[config.mk]
export PLATFORM = sky130hd
export DESIGN_NAME = map_writer
export DESIGN_NICKNAME = d
export VERILOG_FILES = /design/src/rtl/map_writer.sv
export SDC_FILE = /design/constraint.sdc
export NUM_CORES = 1
export LEC_CHECK = 0
export CORE_MARGIN = 2
export CORE_UTILIZATION = 25
export CTS_CLUSTER_SIZE = 8
export DETAILED_ROUTE_END_ITERATION = 6
export GPL_ROUTABILITY_DRIVEN = 0
export PLACE_DENSITY_LB_ADDON = 0.2
export SYNTH_ARGS = -nofsm -noshare
export SYNTH_HDL_FRONTEND = slang
export SYNTH_SLANG_ARGS = --single-unit
export TNS_END_PERCENT = 100
[constraint.sdc]
create_clock -name clk -period 2.75 [get_ports clk]
set_clock_uncertainty 0.15 [all_clocks]
set_input_delay 0.275 -clock clk [delete_from_list [all_inputs] [get_ports clk]]
set_output_delay 0.275 -clock clk [all_outputs]
set_load 0.02 [all_outputs]
[src/rtl/map_writer.sv]
// Sole writer of the map RAM: fills the map with flat terrain after reset or on
// request, then commits single-block place/break edits from the game-logic port.
module map_writer #(
  parameter int unsigned XB            = 5,
  parameter int unsigned ZB            = 5,
  parameter int unsigned YB            = 5,
  parameter int unsigned IDW           = 5,
  parameter int unsigned GROUND_Y      = 4,
  parameter int unsigned STONE_ID      = 1,
  parameter int unsigned DIRT_ID       = 2,
  parameter int unsigned GRASS_ID      = 3,
  parameter bit          PROTECT_FLOOR = 1'b1
) (
  input  logic                  clk,
  input  logic                  rst_n,
  input  logic                  regen,
  input  logic                  cmd_valid,
  output logic                  cmd_ready,
  input  logic [XB-1:0]         cmd_x,
  input  logic [YB-1:0]         cmd_y,
  input  logic [ZB-1:0]         cmd_z,
  input  logic [IDW-1:0]        cmd_id,
  output logic [XB+ZB+YB-1:0]   write_addr,
  output logic [IDW-1:0]        write_data,
  output logic                  write_en,
  output logic                  init_done,
  output logic                  busy,
  output logic                  map_changed,
  output logic                  cmd_rejected
);

  localparam int unsigned AW = XB + ZB + YB;

  typedef enum logic [1:0] {
    ST_SWEEP,
    ST_IDLE,
    ST_WRITE
  } state_e;

  state_e         state_q, state_d;
  logic [AW-1:0]  cnt_q, cnt_d;
  logic           wen_q, wen_d;
  logic [AW-1:0]  waddr_q, waddr_d;
  logic [IDW-1:0] wdata_q, wdata_d;
  logic           ready_q, ready_d;
  logic           done_q, done_d;
  logic           busy_q, busy_d;
  logic           changed_q, changed_d;
  logic           rejected_q, rejected_d;
  logic           sweep_last;

  // Flat world: stone up to the dirt layer, one dirt layer, grass surface, air above.
  function automatic logic [IDW-1:0] terrain(input logic [YB-1:0] y);
    int unsigned yi;
    yi = int'(y);
    if (yi + 1 < GROUND_Y)       return IDW'(STONE_ID);
    else if (yi + 1 == GROUND_Y) return IDW'(DIRT_ID);
    else if (yi == GROUND_Y)     return IDW'(GRASS_ID);
    else                         return '0;
  endfunction

  // The visible cycle is the final sweep write once the top address is on the bus.
  assign sweep_last = wen_q && (waddr_q == '1);

  always_comb begin
    state_d    = state_q;
    cnt_d      = cnt_q;
    wen_d      = 1'b0;
    waddr_d    = waddr_q;
    wdata_d    = wdata_q;
    ready_d    = 1'b0;
    done_d     = done_q;
    busy_d     = 1'b1;
    changed_d  = 1'b0;
    rejected_d = 1'b0;

    unique case (state_q)
      ST_SWEEP: begin
        if (sweep_last) begin
          state_d   = ST_IDLE;
          ready_d   = 1'b1;
          busy_d    = 1'b0;
          done_d    = 1'b1;
          changed_d = 1'b1;
        end else begin
          wen_d   = 1'b1;
          waddr_d = cnt_q;
          wdata_d = terrain(cnt_q[AW-1 -: YB]);
          cnt_d   = cnt_q + 1'b1;
        end
      end

      ST_IDLE: begin
        ready_d = 1'b1;
        busy_d  = 1'b0;
        if (regen) begin
          // Regeneration wins over a simultaneous edit, which stays pending.
          state_d = ST_SWEEP;
          cnt_d   = '0;
          ready_d = 1'b0;
          busy_d  = 1'b1;
          done_d  = 1'b0;
        end else if (cmd_valid) begin
          state_d = ST_WRITE;
          ready_d = 1'b0;
          busy_d  = 1'b1;
          waddr_d = {cmd_y, cmd_z, cmd_x};
          wdata_d = cmd_id;
          if (PROTECT_FLOOR && (cmd_y == '0)) begin
            rejected_d = 1'b1;
          end else begin
            wen_d     = 1'b1;
            changed_d = 1'b1;
          end
        end
      end

      ST_WRITE: begin
        state_d = ST_IDLE;
        ready_d = 1'b1;
        busy_d  = 1'b0;
      end

      default: begin
        state_d = ST_SWEEP;
        cnt_d   = '0;
        done_d  = 1'b0;
      end
    endcase
  end

  always_ff @(posedge clk or negedge rst_n) begin
    if (!rst_n) begin
      state_q    <= ST_SWEEP;
      cnt_q      <= '0;
      wen_q      <= 1'b0;
      waddr_q    <= '0;
      wdata_q    <= '0;
      ready_q    <= 1'b0;
      done_q     <= 1'b0;
      busy_q     <= 1'b1;
      changed_q  <= 1'b0;
      rejected_q <= 1'b0;
    end else begin
      state_q    <= state_d;
      cnt_q      <= cnt_d;
      wen_q      <= wen_d;
      waddr_q    <= waddr_d;
      wdata_q    <= wdata_d;
      ready_q    <= ready_d;
      done_q     <= done_d;
      busy_q     <= busy_d;
      changed_q  <= changed_d;
      rejected_q <= rejected_d;
    end
  end

  assign cmd_ready    = ready_q;
  assign write_en     = wen_q;
  assign write_addr   = waddr_q;
  assign write_data   = wdata_q;
  assign init_done    = done_q;
  assign busy         = busy_q;
  assign map_changed  = changed_q;
  assign cmd_rejected = rejected_q;

endmodule

==> results.yml, run 1 <==
run_status:
  status: "finished, violations left"
  violations: "negative hold slack"
global_route:
  grt-ovfl-total: 0
  grt.total_usage_pct: 12.1
  grt_first_pass_wirelength_um: 9560
  grt_max_degree: 44
  grt_pass1_vias: 1749
  grt_antenna_before_repair: 0
die:
  rows: 34
  die_w_um: 99.6
  coreArea_sq_mm: 0.00881
  start_util_pct: 25.9
  io_pins: 50
  dieArea_sq_mm: 0.00991
  die_h_um: 99.6
route:
  first_iter_violations: 105
  drtPass1Iterations: 4
  dr_total_vias: 1786
  viasPerCell: 4.83
  drcViolationCount: 0
  wl_per_cell_um: 15.4
  finalWirelength_um: 5690
  ant_nets: 0
logic_synthesis:
  ys_ff_latch: 43
  syn_area_sq_mm: 0.00228
  synth_compound_area_share_pct: 8.60
  ys_seq_area_share_pct: 47.2
  synth_top_family_by_area: "multiplexers"
  synth_fa_ha_area_share_pct: 0.548
  syn_area_per_cell_sq_um: 10.8
  synthSimpleGateAreaFrac_pct: 17.9
  synth_xor_area_share_pct: 0
  synth_warnings: 0
  synthCells: 212
  synth.area.mux_share_pct: 22.4
  synth_cell_type_count: 37
  syn_nets: 237
clock_network:
  cts_tree: "yes"
  clock_latency_ns: 0.30
  cts_resized: 0
  cts_buffer_depth: 2
  hold_buffers: 0
  cts_root_buffer: "clkbuf_8"
  post_cts_buffers: 0
  h-tree-depth: 2
  clock_sinks: 43
  clk_pin_slew_ns: 0.09
  cts_made_buffers: 5
final_layout:
  fill_cells: 897
  seqCellArea_sq_mm: 0.00108
  diodes: 0
  fin_nets: 286
  multi_input_area_sq_mm: 0.00114
  final_cells: 370
  fin_area_sq_mm: 0.00299
  area_growth_pct: 30.8
  fin_util_pct: 33.9
  drive_gt1_share_pct: 12.6
timing:
  setup_viol: 0
  period_needed_ns: 2.04
  finalCritPeriodShare_pct: 74.3
  slew_violations: 0
  finalHoldViolations: 10
  tns_ns: 0
  slew_headroom_pct: 32.0
  holdWs_ns: -0.0160
  rsz0062_at_grt: "false"
  max_freq_mhz: 489
  tightest_slew_ns: 1.02
critical_path:
  required_ns: 2.83
  worst-endpoint-arrival_ns: 2.12
  cp_max_fo: 4
  start_kind: "flop"
  cp-end-kind: "flop"
  path_class: "reg -> reg"
placement:
  placed_area_sq_mm: 0.00290
  io_buffer_count: 49
  place_hpwl_um: 3900
  dp.cells: 362
flow_run:
  maxCapViolCount: 0
pwr:
  ir_drop_uv: 155
  powerDensity_mw_per_mm2: 367
  power.leakage_nw: 1.29
min_path:
  min-delay-path-class: "in -> async"
## final timing paths
kind | start | to | slack, ns | depth (start not counted)
worst max-delay path | cnt_q[0] | cnt_q[12] | 0.71 | 5
worst min-delay path | rst_n | write_addr[4] | -0.02 | 1
worst max register to register | cnt_q[0] | cnt_q[12] | 0.71 | 5
worst min register to register | write_data[1] | write_data[1] | 0.35 | 1
min in group clk | write_data[1] | write_data[1] | 0.35 | 1
max in group asynchronous | rst_n | cnt_q[10] | 1.82 | 1
## sequential cells by signal, indices dropped and copies added (netlist names)
name,count
cmd_ready,1
write_addr,15
init_done,1
map_changed,1
busy,1
cmd_rejected,1
cnt_q,15
write_data,5
write_en,1
state_q,2
## cell usage in the layout (no fill, tap or decap), types with 2 or more instances in the layout
cell type and n:
clkdlybuf4s50_1 48, dfrtp_1 42, nand2_1 30, mux2_1 17, mux2i_1 15, mux2_2 15
nand2b_1 13, nand4_1 9, inv_1 6, nand3_1 5, a2111oi_0 5, clkbuf_8 5
buf_4 5, nor2_1 4, a21oi_1 4, a211oi_1 4, nor3_1 3, o21ai_0 3
and2_1 2, and4_1 2, a22o_1 2
## Yosys cell counts (all sizes together)
master | number | share of area (%)
a211o | 1 | 0.38
clkbuf | 3 | 0.49
nor2 | 4 | 0.66
buf | 9 | 2.0
a2111oi | 5 | 1.9
nor4 | 1 | 0.93
dfstp | 1 | 1.2
dfrtp | 42 | 46
inv | 6 | 0.99
nand3b | 1 | 0.33
mux2 | 32 | 16
a21o | 1 | 0.33
nand4 | 9 | 2.5
or2b | 1 | 0.33
nand4b | 1 | 0.38
a21boi | 1 | 0.33
or3 | 1 | 0.27
nor2b | 1 | 0.27
a211oi | 4 | 1.3
nand3 | 5 | 1.1
nor3 | 3 | 0.66
o31ai | 2 | 0.66
a22o | 2 | 0.77
mux2i | 15 | 6.6
o21ai | 4 | 0.88
nand2 | 30 | 4.9
o211a | 1 | 0.44
or3b | 1 | 0.38
o22ai | 1 | 0.27
and2 | 2 | 0.55
and3 | 1 | 0.27
a21oi | 4 | 0.88
a32o | 1 | 0.44
nand2b | 13 | 3.6
ha | 1 | 0.55
and4 | 2 | 0.77
## power by group
| part | leakage [nW] | switching, mW | internal [mW] |
|---|---|---|---|
| Sequential | 0.558 | 0 | 0.632 |
| Clock | 0.0412 | 0.239 | 0.178 |
| Combinational | 0.695 | 0.0194 | 0.0285 |
| Total | 1.29 | 0.258 | 0.838 |
## final cells by class
cell class | instances | share of cell area (%)
clock buffer | 6 | 2.43
tap | 108 | 4.52
clock inverter | 2 | 0.419
multi-input combinational | 151 | 38.3
timing repair buffer | 54 | 17.5
sequential | 43 | 36.1
inverter | 6 | 0.754
## logic make-up after synthesis
logic type      after synthesis
compound gates               27
buf+inv                      18
mux                          47
fa+ha+maj                     1
simple gates                 76
flops                        43
## stage by stage
stage | setup WS, ns | power, mW
2_1_floorplan | 0.828 | 0.646
3_3_place_gp | 0.555 | 0.694
3_5_place_dp | 0.597 | 0.694
4_1_cts | 0.699 | 1.11
5_1_grt | 0.463 | 1.14
6_report | 0.705 | 1.10
## critical path, cell delays in order (launching register included)
cell       delay (ns)
dfrtp_1          0.40
ha_1             0.25
and4_1           0.23
nand3_1          0.16
a2111oi_0        0.54
mux2i_1          0.23
## routing by layer
metal / vias to the layer above / wire length (um) / track usage, %
met4: 0 / 77 / 3.79
met5: - / 0 / 0
met2: 53 / 2330 / 16.3
li1: 862 / - / -
met1: 864 / 3040 / 19.0
met3: 7 / 240 / 2.53
Note: power is estimated with default switching activity, not from simulation.
==> inputs of run 2 (changes only) <==
==> constraint.sdc (replaced) <==
create_clock -name clk -period 2.1 [get_ports clk]
set_clock_uncertainty 0.15 [all_clocks]
set_input_delay 0.21 -clock clk [delete_from_list [all_inputs] [get_ports clk]]
set_output_delay 0.21 -clock clk [all_outputs]
set_load 0.02 [all_outputs]
==> run 2 against run 1 <==
Against the previous run:
- the flow now finishes without violations
- clock power is 31% higher
- die area stayed put
- first-iteration DRC count is 57% lower
- power is 31% higher
- critical path depth stayed put
- global-route usage is 0.35 points higher
- count of clock-buffer cells in the layout is 1 lower
- highest routed layer unchanged
- flip-flop and latch count stayed put
- sequential share of layout area is 1.3 points lower
- combinational power is 41% higher
- critical endpoint unchanged
- sequential power is 31% higher
- final area is 3.9% higher
==> results.yml, run 2 (synthesis results as in run 1) <==
run_status:
  status: "finished, final reports clean"
critical_path:
  required_ns: 2.17
  cp-end-kind: "flop"
  cp_max_fo: 4
  r2r-start: "cnt_q[0]"
  worst-endpoint-arrival_ns: 2.09
  crit_path_start: "cnt_q[0]"
  path_class: "reg -> reg"
  start_kind: "flop"
route:
  drcViolationCount: 0
  viasPerCell: 4.65
  wl_per_cell_um: 15.0
  first_iter_violations: 45
  dr_total_vias: 1773
  finalWirelength_um: 5730
  drtPass1Iterations: 4
  ant_nets: 0
timing:
  rsz0062_at_grt: "true"
  max_freq_mhz: 495
  setup_viol: 0
  finalCritPeriodShare_pct: 96.2
  period_needed_ns: 2.02
  holdWs_ns: 0.256
  slew_headroom_pct: 54.2
  tightest_slew_ns: 0.670
  slew_violations: 0
  finalHoldViolations: 0
final_layout:
  final_cell_mix: "48 x clkdlybuf4s50_1, 42 x dfrtp_1, 30 x nand2_1, 17 x mux2_1"
  fin_nets: 297
  final_common_cell: "clkdlybuf4s50_1"
  fill_cells: 884
  drive_gt1_share_pct: 16.1
  area_growth_pct: 35.8
  diodes: 0
clock_network:
  clock_sinks: 43
  post_cts_buffers: 0
  cts_root_buffer: "clkbuf_8"
  cts_made_buffers: 5
  cts_tree: "yes"
  h-tree-depth: 2
  clock_latency_ns: 0.30
  clk_pin_slew_ns: 0.09
  cts_buffer_depth: 2
placement:
  io_buffer_count: 49
  place_hpwl_um: 4220
global_route:
  grt-ovfl-total: 0
  grt.total_usage_pct: 12.4
  grt_first_pass_wirelength_um: 9640
  grt_pass1_vias: 1810
  grt_max_degree: 24
  grt_antenna_before_repair: 0
die:
  start_util_pct: 25.9
  die_w_um: 99.6
  rows: 34
  dieArea_sq_mm: 0.00991
  die_h_um: 99.6
  io_pins: 50
  coreArea_sq_mm: 0.00881
pwr:
  ir_drop_uv: 266
  powerDensity_mw_per_mm2: 464
  power.leakage_nw: 1.35
  power_mw: 1.44
min_path:
  min-delay-path-class: "in -> async"
flow_run:
  maxCapViolCount: 0
-- run 2: changes by cell type in the layout (fill, tap and decap cells not counted) --
cell / delta
clkinvlp_4: +1
clkbuf_1: -1
a2111oi_1: +1
buf_12: +2
buf_4: +8
a2111oi_0: -1
dlygate4sd3_1: +1
-- run 2: layer usage --
| metal | vias up | GRT usage, % | part of all wire [%] |
|---|---|---|---|
| met4 | 0 | 3.79 | 1.1 |
| met3 | 4 | 2.74 | 3.7 |
| met2 | 35 | 18.5 | 44 |
| li1 | 885 | - | - |
| met1 | 849 | 18.1 | 51 |
| met5 | - | 0 | 0 |
-- run 2: final cells by class --
type / instances / area (sq um) / area share (%)
Clock buffer: 5 / 68.8 / 2.22
Timing Repair Buffer: 65 / 633 / 20.4
Multi-Input combinational cell: 151 / 1140 / 36.9
Tap cell: 108 / 135 / 4.36
Inverter: 6 / 22.5 / 0.726
Clock inverter: 3 / 20.0 / 0.645
Sequential cell: 43 / 1080 / 34.7
-- run 2: power by group --
part           internal (mW)  total, mW  switching [mW]
logic                 0.0410     0.0675          0.0266
registers              0.827      0.827               0
clock network          0.232      0.545           0.313
total                   1.10       1.44           0.340
-- run 2: repair_timing --
action | CTS | global route
gates resized for setup | 1 | 0
setup endpoints to repair | 1 | 3
hold buffers | 1 | 0
pin swaps | 0 | 0
gates cloned | 0 | 0
endpoints found under the hold margin | 21 | 0
-- run 2: final timing paths --
check | end | slack, ns | cells after the start
setup reg to reg | cnt_q[12] | 0.08 | 5
max in group asynchronous | busy | 0.91 | 3
hold reg to reg | write_data[1] | 0.35 | 1
hold / removal | write_addr[2] | 0.26 | 2
min in group clk | write_data[4] | 0.30 | 3
setup / recovery | cnt_q[12] | 0.08 | 5
-- run 2: metrics by stage --
| stage | setup WS, ns | cells | utilization [%] | area [sq um] | TNS, ns |
|---|---|---|---|---|---|
| 6_report | 0.0794 | 381 | 35.2 | 3100 | 0 |
| 5_1_grt | -0.0470 | 381 | 35.2 | 3100 | -0.121 |
| 4_1_cts | 0.0462 | 381 | 35.2 | 3100 | 0 |
| 3_5_place_dp | 0.0115 | 372 | 34.1 | 3000 | 0 |
| 3_3_place_gp | 0.0410 | 372 | 34.1 | 3000 | 0 |
| 2_1_floorplan | 0.178 | 212 | - | 2280 | 0 |
-- run 2: critical path, cell delays in order, from the launching register on --
cell and delay [ns]:
dfrtp_1 0.40, ha_1 0.23, and4_1 0.23, nand3_1 0.13, a2111oi_0 0.55, mux2i_1 0.25
==> inputs of run 3 (changes only) <==
--- a/config.mk
+++ b/config.mk
@@ -11,6 +11,8 @@
 export DETAILED_ROUTE_END_ITERATION = 6
 export GPL_ROUTABILITY_DRIVEN = 0
 export PLACE_DENSITY_LB_ADDON = 0.2
+export SKIP_CTS_REPAIR_TIMING = 1
+export SLEW_MARGIN = 20
 export SYNTH_ARGS = -nofsm -noshare
 export SYNTH_HDL_FRONTEND = slang
 export SYNTH_SLANG_ARGS = --single-unit
==> run 3 against run 2 <==
Against the previous run:
- wire length did not move
- flip-flop and latch count did not move
- power barely moved
- combinational power barely moved
- non-clock buffer count did not move
- final area did not move
- first-iteration DRC count fell by 22%
- sequential power barely moved
- via count barely moved
- register-to-register slack barely moved
- critical path type unchanged
==> results.yml, run 3 (synthesis results as in run 1) <==
placement:
  io_buffer_count: 49
  place_ws_ns: 0.0115
  placed_area_sq_mm: 0.00300
  place_hpwl_um: 4220
critical_path:
  reg2reg_depth: 5
  slowest_stage: "a2111oi_0"
  r2r-start: "cnt_q[0]"
  path_class: "reg -> reg"
  reg2reg_slack_ns: 0.08
  r2r_end: "cnt_q[12]"
  cp_max_fo: 4
  cp-end-kind: "flop"
  start_kind: "flop"
  worst-endpoint-arrival_ns: 2.09
  path_delay_family: "compound AO/OA/AOI/OAI gates"
  slowest_delay_ns: 0.55
  required_ns: 2.17
  critPathBufInv: 0
  cp_cell_sequence: "ha_1 > and4_1 > nand3_1 > a2111oi_0 > mux2i_1"
final_layout:
  seqCellArea_sq_mm: 0.00108
  multi_input_area_sq_mm: 0.00114
  fill_cells: 884
  fin_area_sq_mm: 0.00310
  fin_nets: 297
  fin_util_pct: 35.2
  drive_gt1_share_pct: 16.1
  final_common_cell: "clkdlybuf4s50_1"
  area_growth_pct: 35.8
  final_cell_mix: "48 x clkdlybuf4s50_1, 42 x dfrtp_1, 30 x nand2_1, 17 x mux2_1"
  diodes: 0
clock_network:
  cts_made_buffers: 5
  cts_root_buffer: "clkbuf_8"
  cts_buffer_depth: 2
  clock_sinks: 43
  clock_latency_ns: 0.30
  clk_pin_slew_ns: 0.09
  h-tree-depth: 2
  cts_tree: "yes"
timing:
  rsz0062_at_grt: "true"
  setup_viol: 0
  finalCritPeriodShare_pct: 96.2
  slew_violations: 0
  period_needed_ns: 2.02
  finalHoldViolations: 0
  setup_slack_ns: 0.0794
  tns_ns: 0
  tightest_slew_ns: 0.670
  max_freq_mhz: 495
  slew_headroom_pct: 54.2
global_route:
  grt_max_degree: 24
  grt.total_usage_pct: 12.4
  grt_pass1_vias: 1801
  grt-ovfl-total: 0
  grt_antenna_before_repair: 0
  grt_first_pass_wirelength_um: 9600
route:
  dr_total_vias: 1774
  viasPerCell: 4.66
  drtPass1Iterations: 4
  wl_per_cell_um: 15.0
  ant_nets: 0
  drcViolationCount: 0
  first_iter_violations: 35
  finalWirelength_um: 5730
min_path:
  min-delay-path-class: "in -> async"
flow_run:
  maxCapViolCount: 0
pwr:
  power.leakage_nw: 1.35
  powerDensity_mw_per_mm2: 464
  ir_drop_uv: 266
run_status:
  status: "finished, final reports clean"
die:
  dieArea_sq_mm: 0.00991
  io_pins: 50
  die_w_um: 99.6
  rows: 34
  coreArea_sq_mm: 0.00881
  die_h_um: 99.6
  start_util_pct: 25.9
[run 3: per-layer routing]
metal  track usage (%)  vias up  part of all wire [%]
met5                 0        -                     0
met4              3.79        0                   1.1
met3              2.74        4                   3.7
met2              18.4       35                    44
met1              18.0      850                    51
li1                  -      885                     -
[run 3: per-stage QoR]
| step | total power [mW] | instances | hold WS [ns] |
|---|---|---|---|
| after global routing | 1.50 | 381 | 0.297 |
| after global placement | 0.912 | 372 | 0.0682 |
| final | 1.44 | 381 | 0.254 |
| after detailed placement | 0.912 | 372 | 0.0692 |
| after CTS | 1.46 | 380 | -0.262 |
| after floorplan | 0.846 | 212 | -0.236 |
[run 3: worst max path at each step]
stage | from | to | slack, ns | cells after the start
floorplan | write_addr[1] | write_addr[10] | 0.18 | 5
global placement | regen | cnt_q[12] | 0.04 | 5
finish | cnt_q[0] | cnt_q[12] | 0.08 | 5
global route | cnt_q[0] | cnt_q[12] | -0.05 | 5
CTS | cnt_q[0] | cnt_q[10] | -0.02 | 5
detailed placement | regen | cnt_q[10] | 0.01 | 5
[run 3: power by group]
part,total [mW],switching [mW],internal [mW]
clock,0.545,0.313,0.232
combinational,0.0675,0.0265,0.0410
sequential,0.827,0,0.827
total,1.44,0.340,1.10
[run 3: final cells by class]
type | instances | area share, %
clock buffers | 5 | 2.22
inverters | 6 | 0.726
multi-input cells | 151 | 36.9
repair buffers | 65 | 20.4
clock inverters | 3 | 0.645
flip-flops and latches | 43 | 34.7
well taps | 108 | 4.36
